--- config.mk ---
export PLATFORM = sky130hd
export DESIGN_NAME = inst_prefetch_unit
export DESIGN_NICKNAME = d
export VERILOG_FILES = /design/src/rtl/inst_prefetch_unit_pkg.sv /design/src/rtl/inst_prefetch_unit_ifq_fifo.sv /design/src/rtl/inst_prefetch_unit.sv
export SDC_FILE = /design/constraint.sdc
export NUM_CORES = 1
export LEC_CHECK = 0
export ABC_AREA = 0
export CORE_MARGIN = 3
export CORE_UTILIZATION = 50
export DETAILED_ROUTE_END_ITERATION = 16
export PLACE_DENSITY = 0.76
export SLEW_MARGIN = 20
export SYNTH_ARGS = -nofsm -noshare
export SYNTH_HDL_FRONTEND = slang
export SYNTH_SLANG_ARGS = --single-unit
--- constraint.sdc ---
create_clock -name clk -period 3.65 [get_ports clk]
set_input_delay 0.5475 -clock clk [delete_from_list [all_inputs] [get_ports clk]]
set_output_delay 0.5475 -clock clk [all_outputs]
set_load 0.02 [all_outputs]
--- src/rtl/inst_prefetch_unit_pkg.sv ---
// Shared definitions for the instruction prefetch unit.
//   PC_INC      : byte distance between sequential instruction words
//   ifq_entry_t : one buffered fetch result {pc, instr} at the default 32/32 widths
//   phase_e     : RUN (every response is kept) / DRAIN (responses are discarded)
package inst_prefetch_unit_pkg;

  localparam int PC_INC     = 4;
  localparam int IFQ_ADDR_W = 32;
  localparam int IFQ_DATA_W = 32;

  typedef struct packed {
    logic [IFQ_ADDR_W-1:0] pc;
    logic [IFQ_DATA_W-1:0] instr;
  } ifq_entry_t;

  typedef enum logic {
    RUN   = 1'b0,
    DRAIN = 1'b1
  } phase_e;

endpackage

--- src/rtl/inst_prefetch_unit_ifq_fifo.sv ---
// Instruction queue FIFO: DEPTH entries of entry_t with flush, push, pop, count.
// Ports:
//   clk, rst        clock, asynchronous active-low reset (pointers/count only)
//   flush           empties the queue; overrides push and pop in the same cycle
//   push/push_entry write one entry at the tail
//   pop             remove the head entry (ignored when empty)
//   head            current head entry (storage content, meaningful when !empty)
//   empty           no entries held
//   count           number of entries held, 0..DEPTH
module inst_prefetch_unit_ifq_fifo
  import inst_prefetch_unit_pkg::*;
#(
  parameter int  DEPTH   = 4,
  parameter type entry_t = ifq_entry_t,
  localparam int PTR_W   = $clog2(DEPTH),
  localparam int CNT_W   = $clog2(DEPTH) + 1
) (
  input  logic             clk,
  input  logic             rst,
  input  logic             flush,
  input  logic             push,
  input  entry_t           push_entry,
  input  logic             pop,
  output entry_t           head,
  output logic             empty,
  output logic [CNT_W-1:0] count
);

  localparam logic [CNT_W-1:0] FULL_CNT = CNT_W'(DEPTH);

  entry_t           mem [DEPTH];
  logic [PTR_W-1:0] wr_ptr;
  logic [PTR_W-1:0] rd_ptr;
  logic             full;
  logic             do_push;
  logic             do_pop;

  assign empty   = (count == '0);
  assign full    = (count == FULL_CNT);
  assign do_push = push && !flush;
  assign do_pop  = pop && !flush && !empty;
  assign head    = mem[rd_ptr];

  // Pointers wrap naturally because DEPTH is a power of two.
  always_ff @(posedge clk or negedge rst) begin
    if (!rst) begin
      wr_ptr <= '0;
      rd_ptr <= '0;
      count  <= '0;
    end else if (flush) begin
      wr_ptr <= '0;
      rd_ptr <= '0;
      count  <= '0;
    end else begin
      if (do_push) wr_ptr <= wr_ptr + 1'b1;
      if (do_pop)  rd_ptr <= rd_ptr + 1'b1;
      count <= count + CNT_W'(do_push) - CNT_W'(do_pop);
    end
  end

  // Entry storage carries no reset; only the control above decides validity.
  always_ff @(posedge clk) begin
    if (do_push) mem[wr_ptr] <= push_entry;
  end

  // The fetch credit scheme reserves a slot for every outstanding request,
  // so a push can never meet a full queue.
  a_no_push_when_full: assert property (@(posedge clk) disable iff (!rst) !(do_push && full));

endmodule

--- src/rtl/inst_prefetch_unit.sv ---
// Decoupled instruction fetch front end for the single-cycle core.
// Issues sequential word fetches, buffers {pc, instr} results in a small
// queue and hands them to decode over a valid/ready handshake. A redirect
// from branch resolution flushes the queue and restarts fetch; responses of
// requests issued before the redirect are dropped as they return.
// Ports:
//   clk, rst                          clock, asynchronous active-low reset
//   mem_req_valid/ready/addr          fetch request channel (word aligned)
//   mem_rsp_valid/data                in-order fetch responses
//   redirect, redirect_addr           flush and restart at a new PC
//   inst_valid/ready, inst_data/pc    head of the instruction queue to decode
//   fifo_count                        occupied queue entries
module inst_prefetch_unit
  import inst_prefetch_unit_pkg::*;
#(
  parameter int                DEPTH    = 4,
  parameter int                ADDR_W   = 32,
  parameter int                DATA_W   = 32,
  parameter logic [ADDR_W-1:0] RESET_PC = '0
) (
  input  logic                   clk,
  input  logic                   rst,
  output logic                   mem_req_valid,
  input  logic                   mem_req_ready,
  output logic [ADDR_W-1:0]      mem_req_addr,
  input  logic                   mem_rsp_valid,
  input  logic [DATA_W-1:0]      mem_rsp_data,
  input  logic                   redirect,
  input  logic [ADDR_W-1:0]      redirect_addr,
  output logic                   inst_valid,
  input  logic                   inst_ready,
  output logic [DATA_W-1:0]      inst_data,
  output logic [ADDR_W-1:0]      inst_pc,
  output logic [$clog2(DEPTH):0] fifo_count
);

  localparam int               CNT_W     = $clog2(DEPTH) + 1;
  localparam logic [CNT_W:0]   CREDIT    = (CNT_W+1)'(DEPTH);
  localparam logic [ADDR_W-1:0] PC_STEP  = ADDR_W'(PC_INC);

  typedef struct packed {
    logic [ADDR_W-1:0] pc;
    logic [DATA_W-1:0] instr;
  } entry_t;

  logic [ADDR_W-1:0] fetch_pc;
  logic [ADDR_W-1:0] rsp_pc;
  logic [ADDR_W-1:0] redirect_pc;
  logic [CNT_W-1:0]  outstanding;
  logic [CNT_W-1:0]  outstanding_next;
  logic [CNT_W-1:0]  drop_cnt;
  logic [CNT_W-1:0]  drop_cnt_next;
  logic [CNT_W:0]    credit_used;
  logic              req_fire;
  logic              rsp_push;
  logic              inst_pop;
  logic              fifo_empty;
  logic              redirect_low_unused;
  phase_e            phase;
  phase_e            phase_next;
  entry_t            push_entry;
  entry_t            head;

  // Instructions are word aligned; the low redirect bits carry no information.
  assign redirect_pc         = {redirect_addr[ADDR_W-1:2], 2'b00};
  assign redirect_low_unused = ^redirect_addr[1:0];

  // Every queue slot is either occupied or reserved by an outstanding request.
  assign credit_used   = {1'b0, fifo_count} + {1'b0, outstanding};
  assign mem_req_valid = rst && !redirect && (credit_used < CREDIT);
  assign mem_req_addr  = fetch_pc;
  assign req_fire      = mem_req_valid && mem_req_ready;

  // Outstanding tracks the request just accepted and the response just seen;
  // on redirect, every request still in flight after this cycle must be dropped.
  always_comb begin
    outstanding_next = outstanding + CNT_W'(req_fire) - CNT_W'(mem_rsp_valid);
    drop_cnt_next    = drop_cnt;
    if (redirect) begin
      drop_cnt_next = outstanding_next;
    end else if (mem_rsp_valid && (phase == DRAIN)) begin
      drop_cnt_next = drop_cnt - 1'b1;
    end
  end

  // Phase: RUN keeps responses, DRAIN discards them until drop_cnt is zero.
  // A response arriving in a redirect cycle belongs to the old path.
  always_comb begin
    phase_next = phase;
    rsp_push   = 1'b0;
    case (phase)
      RUN:     rsp_push = mem_rsp_valid && !redirect;
      DRAIN:   rsp_push = 1'b0;
      default: rsp_push = 1'b0;
    endcase
    phase_next = (drop_cnt_next != '0) ? DRAIN : RUN;
  end

  always_ff @(posedge clk or negedge rst) begin
    if (!rst) begin
      phase <= RUN;
    end else begin
      phase <= phase_next;
    end
  end

  always_ff @(posedge clk or negedge rst) begin
    if (!rst) begin
      fetch_pc    <= RESET_PC;
      rsp_pc      <= RESET_PC;
      outstanding <= '0;
      drop_cnt    <= '0;
    end else begin
      outstanding <= outstanding_next;
      drop_cnt    <= drop_cnt_next;
      if (redirect)      fetch_pc <= redirect_pc;
      else if (req_fire) fetch_pc <= fetch_pc + PC_STEP;
      if (redirect)      rsp_pc <= redirect_pc;
      else if (rsp_push) rsp_pc <= rsp_pc + PC_STEP;
    end
  end

  // Response -> queue boundary: the word is registered, visible next cycle.
  assign push_entry = '{pc: rsp_pc, instr: mem_rsp_data};
  assign inst_pop   = inst_valid && inst_ready;

  inst_prefetch_unit_ifq_fifo #(
    .DEPTH   (DEPTH),
    .entry_t (entry_t)
  ) u_ifq_fifo (
    .clk        (clk),
    .rst        (rst),
    .flush      (redirect),
    .push       (rsp_push),
    .push_entry (push_entry),
    .pop        (inst_pop),
    .head       (head),
    .empty      (fifo_empty),
    .count      (fifo_count)
  );

  // Storage is not reset, so the head is masked to zero while the queue is empty.
  assign inst_valid = !fifo_empty;
  assign inst_data  = inst_valid ? head.instr : '0;
  assign inst_pc    = inst_valid ? head.pc    : '0;

endmodule

* Word level (Yosys, flattened, before mapping)
Memory sizes are Yosys's and may differ from the RTL's.
Index checks and enable logic that the tools add are counted.
** Storage, ports and cells
- Memories :: 1
- Bits in latches :: 0
- Output and inout port bits :: 101
- Logic and storage cells :: 55
- Bits in registers :: 78
- RAM bits :: 256
- ROM bits :: 0
** Cells by class
- Equal/unequal tests :: 0
- Muxes and demuxes :: 17
- Add/subtract/negate cells :: 10
- Div/mod/pow operators :: 0
- Shift-type cells :: 0
- Magnitude comparators :: 1
- Reduce and logical (&&, ||, !) cells :: 17
- Bitwise operators :: 1
- Multipliers :: 0
** Memory list
- u_ifq_fifo.mem :: depth 4, width 64, rd ports 1, clocked after memory_dff 0, write ports 1, RTL line inst_prefetch_unit_ifq_fifo.sv:31 : entry_t mem [DEPTH];
** Operators by type and width (count)
- $mux W32 :: 6
- $add A32 B3 Y32 const B :: 2
- $logic_and A1 B1 Y1 :: 9
- $mux W3 :: 3
- $mux W2 :: 4
- $reduce_bool A2 Y1 :: 4
- $add A3 B1 Y3 :: 2
- $sub A3 B1 Y3 :: 2
- $add A2 B1 Y2 const B :: 2
- $add A3 B3 Y4 :: 1
- $lt A4 B3 Y1 const B :: 1
- $logic_not A3 Y1 :: 1
- $mux W1 :: 3
- $reduce_bool A3 Y1 :: 1
- $sub A3 B1 Y3 const B :: 1
- $logic_not A1 Y1 :: 2
- $pmux W1 S2 :: 1
- $not A1 Y1 :: 1

* Logic depth before layout (Yosys ltp)
Gate-level depths: netlist of run 1.
- Word-level depth :: 9
- Depth in mapped cells :: 14
- Mapped depth without buffers :: 13

* By module
A second synthesis of run 1 with hierarchy kept.
** Unflattened totals
- Cells, all modules :: 863
- Area, all modules :: 14063.5 µm²
** Modules (own cells, without submodules)
- inst_prefetch_unit_ifq_fifo :: times used 1, area an instance 9729.3 µm², cells an instance 378
- inst_prefetch_unit :: times used 1, area an instance 4334.2 µm², cells an instance 485

* Worst setup path before layout of run 1
Ideal clock, no wire load.
- Path kind :: register to register
- From :: register u_ifq_fifo.count[2]
- To :: register phase
- Cell stages (with the launch flop) :: 15
- Library setup time :: 0.131 ns
- Data required time :: 3.519 ns
- Setup slack :: 0.511 ns
- Period minus slack after synthesis :: 3.139 ns
- Buffers on the path :: 1
- Arrival :: 3.008 ns
- Path through :: dfrtp_1 -> ha_1 -> nor4_2 -> and4_1 -> inv_1 -> clkbuf_1 -> ha_1 -> inv_1 -> ha_1 -> inv_1 -> fa_1 -> xnor2_1 -> nand2_1 -> o21ai_0 -> or3_1
** Between the ends
- Longest elaborated chain between the ends :: 9
** RTL lines
- from (decl) :: RTL line inst_prefetch_unit_ifq_fifo.sv:26 : output logic [CNT_W-1:0] count
- from (signal assigned) :: RTL line inst_prefetch_unit_ifq_fifo.sv:57 : count <= count + CNT_W'(do_push) - CNT_W'(do_pop);
- $add A3 B3 Y4 :: RTL line inst_prefetch_unit.sv:69 : assign credit_used = {1'b0, fifo_count} + {1'b0, outstanding};
- $lt A4 B3 Y1 :: RTL line inst_prefetch_unit.sv:70 : assign mem_req_valid = rst && !redirect && (credit_used < CREDIT);
- $logic_and A1 B1 Y1 :: RTL line inst_prefetch_unit.sv:70
- $logic_and A1 B1 Y1 :: RTL line inst_prefetch_unit.sv:72 : assign req_fire = mem_req_valid && mem_req_ready;
- $add A3 B1 Y3 :: RTL line inst_prefetch_unit.sv:77 : outstanding_next = outstanding + CNT_W'(req_fire) - CNT_W'(mem_rsp_valid);
- $sub A3 B1 Y3 :: RTL line inst_prefetch_unit.sv:77
- named net outstanding_next[2] :: RTL line inst_prefetch_unit.sv:50 : logic [CNT_W-1:0] outstanding_next;
- $mux W3 :: RTL line inst_prefetch_unit.sv:79 : if (redirect) begin
- named net drop_cnt_next[2] :: RTL line inst_prefetch_unit.sv:52 : logic [CNT_W-1:0] drop_cnt_next;
- $reduce_bool A3 Y1 :: RTL line inst_prefetch_unit.sv:96 : phase_next = (drop_cnt_next != '0) ? DRAIN : RUN;
- $mux W1 :: RTL line inst_prefetch_unit.sv:96
- named net phase_next :: RTL line inst_prefetch_unit.sv:60 : phase_e phase_next;
- to (signal assigned) :: RTL line inst_prefetch_unit.sv:103 : phase <= phase_next;
- to (decl) :: RTL line inst_prefetch_unit.sv:59 : phase_e phase;
The timed path passes the listed nets, and every way through them passes these cells.
A chain may end at the register's enable or synchronous reset.

* Worst setup path after layout of run 1
- From :: register u_ifq_fifo.rd_ptr[0]
- To :: output port inst_data[21]
** Between the ends
- Longest elaborated chain between the ends :: 2
** RTL lines
- from (decl) :: RTL line inst_prefetch_unit_ifq_fifo.sv:33 : logic [PTR_W-1:0] rd_ptr;
- from (signal assigned) :: RTL line inst_prefetch_unit_ifq_fifo.sv:56 : if (do_pop) rd_ptr <= rd_ptr + 1'b1;
- $mem_v2 Z4 W64
- $mux W32 :: RTL line inst_prefetch_unit.sv:144 : assign inst_data = inst_valid ? head.instr : '0;
- to (decl) :: RTL line inst_prefetch_unit.sv:32 : output logic [DATA_W-1:0] inst_data,
Every way passes these cells.

==> results.toml, run 1 <==
[floorplanning]
die_w_um = 171
coreArea_mm2 = 0.0264
start_util_pct = 51.7
num_rows = 59
die_y_um = 171
dieArea_mm2 = 0.0293
ios = 171

[route]
drt_wl_total_mm = 28.6
wire_per_inst_um = 20.6
avgViaCountPerCell = 5.75
drtPass1Iterations = 5
dr.first_iter.drc_count = 599
ant_nets = 0
num_vias = 7999
drc = 0

[clocking]
clk_latency_ns = 0.50
clk_path_buf_depth = 3
cts_root_buf = "clkbuf_16"
clkSinkCount = 322
cts_resized = 0
cts_tree = "built"
cts_buffers = 35
path_clk_slew_ns = 0.06
ctsHoldBuffers = 0
htreeDepth = 2
cts_setup_buffers = 0

[power]
finalPower_w = 0.0105
p_leak_nw = 5.76
internal_power_w = 0.00757
ir_worst_vdd_mv = 0.351
seqPwrFrac_pct = 41.6
p_sw_share_pct = 28.2
powerDensity_mw_per_mm2 = 623
combPwrFrac_pct = 26.2
pwr-share-clk_pct = 32.2
p_sw_w = 0.00298

[setup_path]
cp.arrival_ns = 2.64
crit_chain = "buf_4 -> mux4_2 -> and2_1 -> clkdlybuf4s50_1"
crit_buf_inv = 2
r2r-end = "phase"
worst-r2r-setup-slack_ns = 0.66
cp.required_ns = 3.10
crit_fanout = 13
max_stage_delay_ns = 0.56
start_kind = "register"
crit_slowest_cell = "dfrtp_4"
r2r-start = "u_ifq_fifo.count[2]"
critPathKind = "register to output port"
r2r_cells = 13
end_kind = "output port"
crit_family = "buffers and inverters"

[logic_synthesis]
synth-seq-cells = 322
synth_area_leaders = "edfxtp_1 55%, dfrtp_1 14%, mux4_2 10%"
ys.flop_type = "edfxtp_1"
yosysTopAreaCell = "edfxtp_1"
synth.top_cell.area_share_pct = 54.5
async_flop_share_pct = 23.0
syn_area_mm2 = 0.0137
ys_seq_area_share_pct = 68.1
synth_edf_count = 248
synth_warnings = 0
synth_cell_type_count = 53
syn_inst = 854
syn_avg_cell_area_um2 = 16.0

[timing]
fin_crit_ns = 3.19
maxSlewHeadroom_pct = 36.5
fmax_mhz = 314
setup_viol = 0
worst_pin_slew_ns = 0.949
final-max-slew-violation-count = 0
fin_crit_sh_pct = 87.4
rsz0062_at_grt = "false"
finalSetupTns_ns = 0
clock_skew_ns = 0.0116
hold_ws_ns = 0.287
hold_violations = 0

[cells_and_area]
fillers = 1874
multi_input_area_mm2 = 0.00408
finalInstanceArea_mm2 = 0.0169
layout.cells.non_filler = 1390
drive_above_1_share_pct = 16.4
fin_nets = 1115
final_cell_mix = "248 x edfxtp_1, 162 x clkdlybuf4s50_1, 72 x dfrtp_1"
syn_to_final_growth_pct = 24.0
layout_commonest_cell = "edfxtp_1"
seq_area_mm2 = 0.00930

[job]
max_cap_viol_count = 0

[placed_design]
place_hpwl_mm = 18.2
place.gp.congestion = 0.842
dpl_cell_area_mm2 = 0.0158
place_inst = 1328
port_buffers = 164

[min_path]
hp-class = "primary input to async pin"

[global_route]
antenna_found_initial = 0
grt_usage_pct = 19.5
grt.overflow.total = 0
grt_max_degree = 75
grt_pass1_vias = 8201
grt_pass1_wl_mm = 44.8

[status]
outcome = "completed"
==> sequential cells by signal, summed over array words and instances (netlist names) <==
| signal | cells |
|---|---|
| u_ifq_fifo.mem | 248 |
| rsp_pc | 30 |
| u_ifq_fifo.wr_ptr | 2 |
| phase | 1 |
| u_ifq_fifo.count | 3 |
| u_ifq_fifo.rd_ptr | 2 |
| outstanding | 3 |
| drop_cnt | 3 |
| mem_req_addr | 30 |
==> layout make-up <==
class / count / share of cell area [%]
antenna: 1 / 0.0148
clock buffer: 44 / 5.99
clock inverter: 17 / 0.650
inverter: 19 / 0.421
multi-input combinational: 468 / 24.1
sequential: 322 / 54.9
tap: 335 / 2.47
timing repair buffer: 184 / 11.4
==> worst max-delay path by stage <==
stage	depth (start not counted)	slack, ns	to	from
after detailed placement	13	0.67	phase	u_ifq_fifo.count[2]
after global placement	13	0.70	phase	u_ifq_fifo.count[2]
after CTS	4	0.39	inst_data[5]	u_ifq_fifo.rd_ptr[0]
after global routing	4	0.30	inst_data[21]	u_ifq_fifo.rd_ptr[0]
after floorplan	14	0.51	phase	u_ifq_fifo.count[2]
final	4	0.46	inst_data[21]	u_ifq_fifo.rd_ptr[0]
==> synthesized netlist by cell type, types with 2 or more instances <==
| master | n |
|---|---|
| a21oi_1 | 8 |
| a31o_2 | 3 |
| a31oi_1 | 7 |
| and2_1 | 71 |
| and3_1 | 16 |
| and4_1 | 6 |
| buf_1 | 2 |
| buf_2 | 10 |
| buf_4 | 7 |
| clkbuf_1 | 28 |
| dfrtp_1 | 74 |
| edfxtp_1 | 248 |
| fa_1 | 2 |
| ha_1 | 13 |
| inv_1 | 19 |
| mux2_2 | 9 |
| mux4_2 | 62 |
| nand2_1 | 47 |
| nand2b_1 | 2 |
| nand3_1 | 35 |
| nand4_1 | 21 |
| nor2_1 | 24 |
| nor2b_1 | 2 |
| nor3_2 | 2 |
| nor4_1 | 2 |
| nor4_2 | 10 |
| o211ai_1 | 8 |
| o21ai_0 | 30 |
| o21ai_1 | 11 |
| o311ai_0 | 6 |
| o311ai_1 | 3 |
| or3_1 | 4 |
| xnor2_1 | 28 |
| xor2_1 | 15 |
==> power groups by stage <==
stage	clock network [W]	logic [W]	registers, W
after detailed placement	0	0.00281	0.00446
after global placement	0	0.00277	0.00444
after floorplan	0	0.00160	0.00443
final	0.00340	0.00276	0.00439
after global routing	0.00361	0.00300	0.00441
after CTS	0.00347	0.00281	0.00439
==> per-layer routing <==
layer  share of wire [%]  GRT usage (%)  vias to the layer above  routed length (um)
met1                  45           28.3                     4037               12800
met4                 1.6           4.34                        0                 453
met3                 6.9           4.11                       36                1970
met5                   0              0                        -                   0
met2                  47           31.1                      299               13300
li1                    -              -                     3627                   -
==> logic make-up after synthesis <==
family / after synthesis / share of synthesized area [%]
DFF: 322 / 68.1
and+or+nand+nor: 252 / 10.8
AOI/OAI and AO/OA: 82 / 3.67
muxes: 72 / 11.0
buffers and inverters: 67 / 2.18
xor gates and xnor gates: 43 / 2.76
adders and majority gates: 15 / 1.48
other: 1 / 0.0274
==> worst reg2reg max path, cell delays in order, from the launching register on <==
cell and delay, ns:
dfrtp_1 0.42, ha_1 0.32, nor4_2 0.30, and4_1 0.24, inv_1 0.06, ha_1 0.26, inv_1 0.05, ha_1 0.13
inv_1 0.05, fa_1 0.38, xnor2_1 0.16, nand2_1 0.07, o21ai_0 0.10, or3_1 0.33
==> per-stage QoR <==
step                utilization (%)  setup slack [ns]
floorplan                         -             0.511
global placement               59.8             0.696
detailed placement             59.8             0.667
CTS                            64.1             0.387
global route                   64.1             0.305
finish                         64.1             0.461
(Power assumes the default switching activity.)
==> run 2, diff against run 1 <==
--- a/config.mk
+++ b/config.mk
@@ -10,7 +10,9 @@
 export CORE_UTILIZATION = 50
 export DETAILED_ROUTE_END_ITERATION = 16
 export PLACE_DENSITY = 0.76
+export SETUP_SLACK_MARGIN = 0.05
 export SLEW_MARGIN = 20
 export SYNTH_ARGS = -nofsm -noshare
 export SYNTH_HDL_FRONTEND = slang
+export SYNTH_HIERARCHICAL = 1
 export SYNTH_SLANG_ARGS = --single-unit
==> run 2 against run 1 <==
Fmax decreased by 6.5%; first-iteration DRC count decreased by 1.7%; hold slack got worse by 0.13 ns; synthesized area increased by 2.9%; sequential share of layout area decreased by 0.12 points; worst setup slack got worse by 0.22 ns; sequential power about the same; sequential cell count increased by 8; synthesized cell count increased by 1.1%; total power decreased by 17%; clock power increased by 3%; combinational power decreased by 71%; critical endpoint is now inst_data[2]; largest cell class unchanged.
==> results.toml, run 2 <==
[status]
outcome = "completed"

[route]
drtPass1Iterations = 5
wire_per_inst_um = 19.2
num_vias = 8101
dr.first_iter.drc_count = 589
drc = 0
drt_wl_total_mm = 27.8
ant_nets = 0
avgViaCountPerCell = 5.59

[timing]
final-max-slew-violation-count = 0
finalSetupTns_ns = 0
clock_skew_ns = 0.0178
fin_crit_ns = 3.41
maxSlewHeadroom_pct = 35.5
hold_violations = 0
fmax_mhz = 293
rsz0062_at_grt = "false"
setup_viol = 0
hold_ws_ns = 0.159
worst_pin_slew_ns = 0.968
fin_crit_sh_pct = 93.5

[power]
seqPwrFrac_pct = 50.5
p_sw_w = 0.00194
internal_power_w = 0.00677
powerDensity_mw_per_mm2 = 500
ir_worst_vdd_mv = 0.310
pwr-share-clk_pct = 40.3
p_leak_nw = 5.85
combPwrFrac_pct = 9.2
finalPower_w = 0.00871
p_sw_share_pct = 22.2

[setup_path]
cp.required_ns = 3.10
r2r-start = "u_ifq_fifo/count[2]"
worst-r2r-setup-slack_ns = 0.43
r2r-end = "phase"
start_kind = "register"
end_kind = "output port"
cp-startpoint = "u_ifq_fifo/rd_ptr[0]"
r2r_cells = 13
critPathKind = "register to output port"
crit_fanout = 28
cp.arrival_ns = 2.86

[logic_synthesis]
yosys.cell_count.top_type = "edfxtp_1"
syn_avg_cell_area_um2 = 16.3
synth_cell_type_count = 56
ys.flop_type = "edfxtp_1"
synth-seq-cells = 330
ys_seq_area_share_pct = 67.8
syn_area_mm2 = 0.0141
synth_edf_count = 256
synth_area_leaders = "edfxtp_1 55%, dfrtp_1 13%, mux4_2 10%"
syn_inst = 863
synth.top_cell.area_share_pct = 54.7
async_flop_share_pct = 22.4
yosysTopAreaCell = "edfxtp_1"
synth_warnings = 6
synth_common_cells = "256 x edfxtp_1, 74 x dfrtp_1, 70 x nor2b_1"

[clocking]
ctsHoldBuffers = 0
path_clk_slew_ns = 0.06
clk_latency_ns = 0.51
cts_resized = 0
htreeDepth = 2
cts_buffers = 35
clkSinkCount = 330
cts_tree = "built"
cts_root_buf = "clkbuf_16"
clk_path_buf_depth = 3
cts_setup_buffers = 0

[placed_design]
place_hpwl_mm = 17.8
dpl_cell_area_mm2 = 0.0163
port_buffers = 166
place.gp.congestion = 0.864

[floorplanning]
die_w_um = 174
die_y_um = 174
start_util_pct = 51.5
ios = 171
num_rows = 60
dieArea_mm2 = 0.0302
coreArea_mm2 = 0.0273

[cells_and_area]
seq_area_mm2 = 0.00955
utilization_pct = 63.7
fillers = 1990
largest_register = "u_ifq_fifo/mem"
final_cell_mix = "256 x edfxtp_1, 164 x clkdlybuf4s50_1, 72 x dfrtp_1"
drive_above_1_share_pct = 16.3
layout_commonest_cell = "edfxtp_1"
multi_input_area_mm2 = 0.00420
n_antenna_cell = 0
syn_to_final_growth_pct = 23.8
finalInstanceArea_mm2 = 0.0174
largest_register_ffs = 256
fin_nets = 1137

[global_route]
grt_usage_pct = 18.7
antenna_found_initial = 0
grt_pass1_wl_mm = 45.1
grt_max_degree = 75
grt.overflow.total = 0
grt_pass1_vias = 8264

[job]
max_cap_viol_count = 0

[min_path]
hp-class = "primary input to async pin"
==> run 2: changes by cell type after synthesis, sizes merged, moves of 8 or more <==
| cell | delta |
|---|---|
| and3 | -10 |
| xor2 | -9 |
| edfxtp | +8 |
| nor2b | +68 |
| o21ai | +10 |
| and2 | -65 |
| nor3 | +9 |
==> run 2: cell families after synthesis <==
| kind of cell | after synthesis | share of synthesized area [%] |
|---|---|---|
| AO/OA/AOI/OAI | 97 | 4.20 |
| other | 1 | 0.0267 |
| flip-flops | 330 | 67.8 |
| AND/OR/NAND/NOR | 246 | 10.7 |
| multiplexers | 70 | 10.7 |
| XOR/XNOR | 37 | 2.40 |
| buffers and inverters | 67 | 2.65 |
| adder cells (fa/ha/maj) | 15 | 1.44 |
==> run 2: worst max-delay path, cell delays in order (launching register included) <==
cell,delay [ns]
dfrtp_4,0.78
buf_12,0.28
mux4_2,0.53
nor2b_1,0.16
clkdlybuf4s50_1,0.57
==> run 2: final cells by class <==
type | instances | share of cell area (%)
inverters | 21 | 0.453
clock inverters | 14 | 1.06
well taps | 372 | 2.67
clock buffers | 49 | 5.63
flip-flops and latches | 330 | 54.8
multi-input cells | 475 | 24.1
repair buffers | 189 | 11.3
==> run 2: per-layer routing <==
metal / track usage (%) / vias up / part of all wire, %
met3: 3.81 / 36 / 6.7
met4: 4.22 / 0 / 1.5
li1: - / 3699 / -
met2: 30.4 / 281 / 49
met5: 0 / - / 0
met1: 26.5 / 4085 / 43
==> run 2: worst max-delay path by stage <==
stage                                end  cells past startpoint
floorplan           u_ifq_fifo/mem[0][0]                      6
global placement                   phase                     13
detailed placement                 phase                     13
CTS                         inst_data[2]                      4
global route                inst_data[2]                      4
finish                      inst_data[2]                      4
==> run 2: metrics by stage <==
step	cells	worst slack, ns
after global routing	1450	0.0999
after CTS	1450	0.174
after global placement	1387	0.437
after floorplan	872	0.156
after detailed placement	1387	0.385
final	1450	0.239
==> run 2: power by group through the flow <==
stage | logic [W] | clock network [W] | registers [W]
floorplan | 0.000408 | 0 | 0.00447
global placement | 0.000787 | 0 | 0.00446
detailed placement | 0.000805 | 0 | 0.00447
CTS | 0.000812 | 0.00362 | 0.00439
global route | 0.000885 | 0.00378 | 0.00442
finish | 0.000799 | 0.00351 | 0.00440
==> run 3, diff against run 2 <==
--- a/config.mk
+++ b/config.mk
@@ -6,7 +6,6 @@
 export NUM_CORES = 1
 export LEC_CHECK = 0
 export ABC_AREA = 0
-export CORE_MARGIN = 3
 export CORE_UTILIZATION = 50
 export DETAILED_ROUTE_END_ITERATION = 16
 export PLACE_DENSITY = 0.76
==> run 3 against run 2 <==
Sequential power barely moved; wire length rose by 0.90%; highest routed layer unchanged; non-clock buffer count rose by 1; global-route usage rose by 1.5 points; combinational power rose by 0.9%; clock-buffer cell count fell by 1.
==> results.toml, run 3 (synthesis gave the netlist of run 2 again) <==
[status]
outcome = "completed"

[route]
drc = 0
drtPass1Iterations = 5
wire_per_inst_um = 19.3
avgViaCountPerCell = 5.55
num_vias = 8074
drt_wl_total_mm = 28.0
dr.first_iter.drc_count = 530
ant_nets = 0

[clocking]
clk_path_buf_depth = 3
cts_tree = "built"
cts_root_buf = "clkbuf_16"
clkSinkCount = 330
cts_resized = 0
ctsHoldBuffers = 0
clk_latency_ns = 0.50
path_clk_slew_ns = 0.06
cts_setup_buffers = 0
cts_buffers = 35
htreeDepth = 2

[timing]
fin_crit_ns = 3.36
hold_violations = 0
finalSetupTns_ns = 0
fin_crit_sh_pct = 91.9
fmax_mhz = 298
rsz0062_at_grt = "false"
clock_skew_ns = 0.0132
setup_ws_ns = 0.294
setup_viol = 0
final-max-slew-violation-count = 0
maxSlewHeadroom_pct = 40.0
worst_pin_slew_ns = 0.899

[power]
p_leak_nw = 5.84
ir_worst_vdd_mv = 0.327
powerDensity_mw_per_mm2 = 501

[floorplanning]
die_w_um = 170
dieArea_mm2 = 0.0288
num_rows = 61
ios = 171
coreArea_mm2 = 0.0277
start_util_pct = 50.8
die_y_um = 170

[cells_and_area]
largest_register_ffs = 256
layout_commonest_cell = "edfxtp_1"
fillers = 2008
syn_to_final_growth_pct = 23.9
fin_nets = 1138
largest_register = "u_ifq_fifo/mem"
n_antenna_cell = 0
layout.cells.non_filler = 1455
final_cell_mix = "256 x edfxtp_1, 164 x clkdlybuf4s50_1, 72 x dfrtp_1"
drive_above_1_share_pct = 16.1

[setup_path]
r2r-end = "phase"
start_kind = "register"
cp.required_ns = 3.10
cp-startpoint = "u_ifq_fifo/rd_ptr[1]"
crit_fanout = 60
r2r_cells = 13
worst-r2r-setup-slack_ns = 0.46
r2r-start = "u_ifq_fifo/count[2]"
end_kind = "output port"
cp.arrival_ns = 2.81
critPathKind = "register to output port"

[min_path]
hp-class = "primary input to async pin"

[global_route]
grt_max_degree = 75
grt.overflow.total = 0
grt_pass1_vias = 8291
antenna_found_initial = 0
gr-usage-met2_pct = 33.5
met1_usage_pct = 28.0
top_usage_layer = "met2"
use_met3_pct = 3.36
grt_pass1_wl_mm = 44.9
grt_usage_pct = 20.2

[placed_design]
port_buffers = 166
place_hpwl_mm = 17.5
place.gp.congestion = 0.858
place_ws_ns = 0.447
place_inst = 1394

[job]
max_cap_viol_count = 0
==> run 3: worst max path at each step <==
stage	end	slack (ns)
final	inst_data[20]	0.29
after global routing	inst_data[0]	0.12
after CTS	inst_data[0]	0.19
after detailed placement	phase	0.45
after global placement	phase	0.49
after floorplan	u_ifq_fifo/mem[0][0]	0.16
==> run 3: final cells by class <==
type / instances / area [um^2] / area share [%]
flip-flops and latches: 330 / 9550 / 54.8
multi-input cells: 475 / 4200 / 24.1
repair buffers: 190 / 1970 / 11.3
clock buffers: 48 / 987 / 5.67
well taps: 378 / 473 / 2.71
clock inverters: 13 / 166 / 0.955
inverters: 21 / 78.8 / 0.452
==> run 3: worst max-delay path, stage by stage (launching register included) <==
cell             delay (ns)
dfrtp_4                1.01
buf_4                  0.30
mux4_2                 0.29
nor2b_1                0.15
clkdlybuf4s50_1        0.55
==> run 3: stage by stage <==
| step | power [W] | cell area (um^2) | utilization, % | hold WS [ns] |
|---|---|---|---|---|
| 3_5_place_dp | 0.00528 | 16300 | 58.7 | 0.545 |
| 5_1_grt | 0.00906 | 17400 | 62.9 | 0.203 |
| 6_report | 0.00874 | 17400 | 62.9 | 0.198 |
| 2_1_floorplan | 0.00488 | 14100 | - | 0.252 |
| 4_1_cts | 0.00883 | 17400 | 62.9 | 0.194 |
| 3_3_place_gp | 0.00525 | 16300 | 58.7 | 0.535 |
==> run 3: report_power, final <==
group,internal (W),switching [W]
registers,0.00422,0.000178
clock network,0.00217,0.00136
logic,0.000384,0.000422
==> run 3: routing by layer <==
metal  part of all wire [%]  up-vias
met3                    5.7       44
li1                       -     3686
met2                     49      263
met4                    1.8        0
met5                      0        -
met1                     44     4081
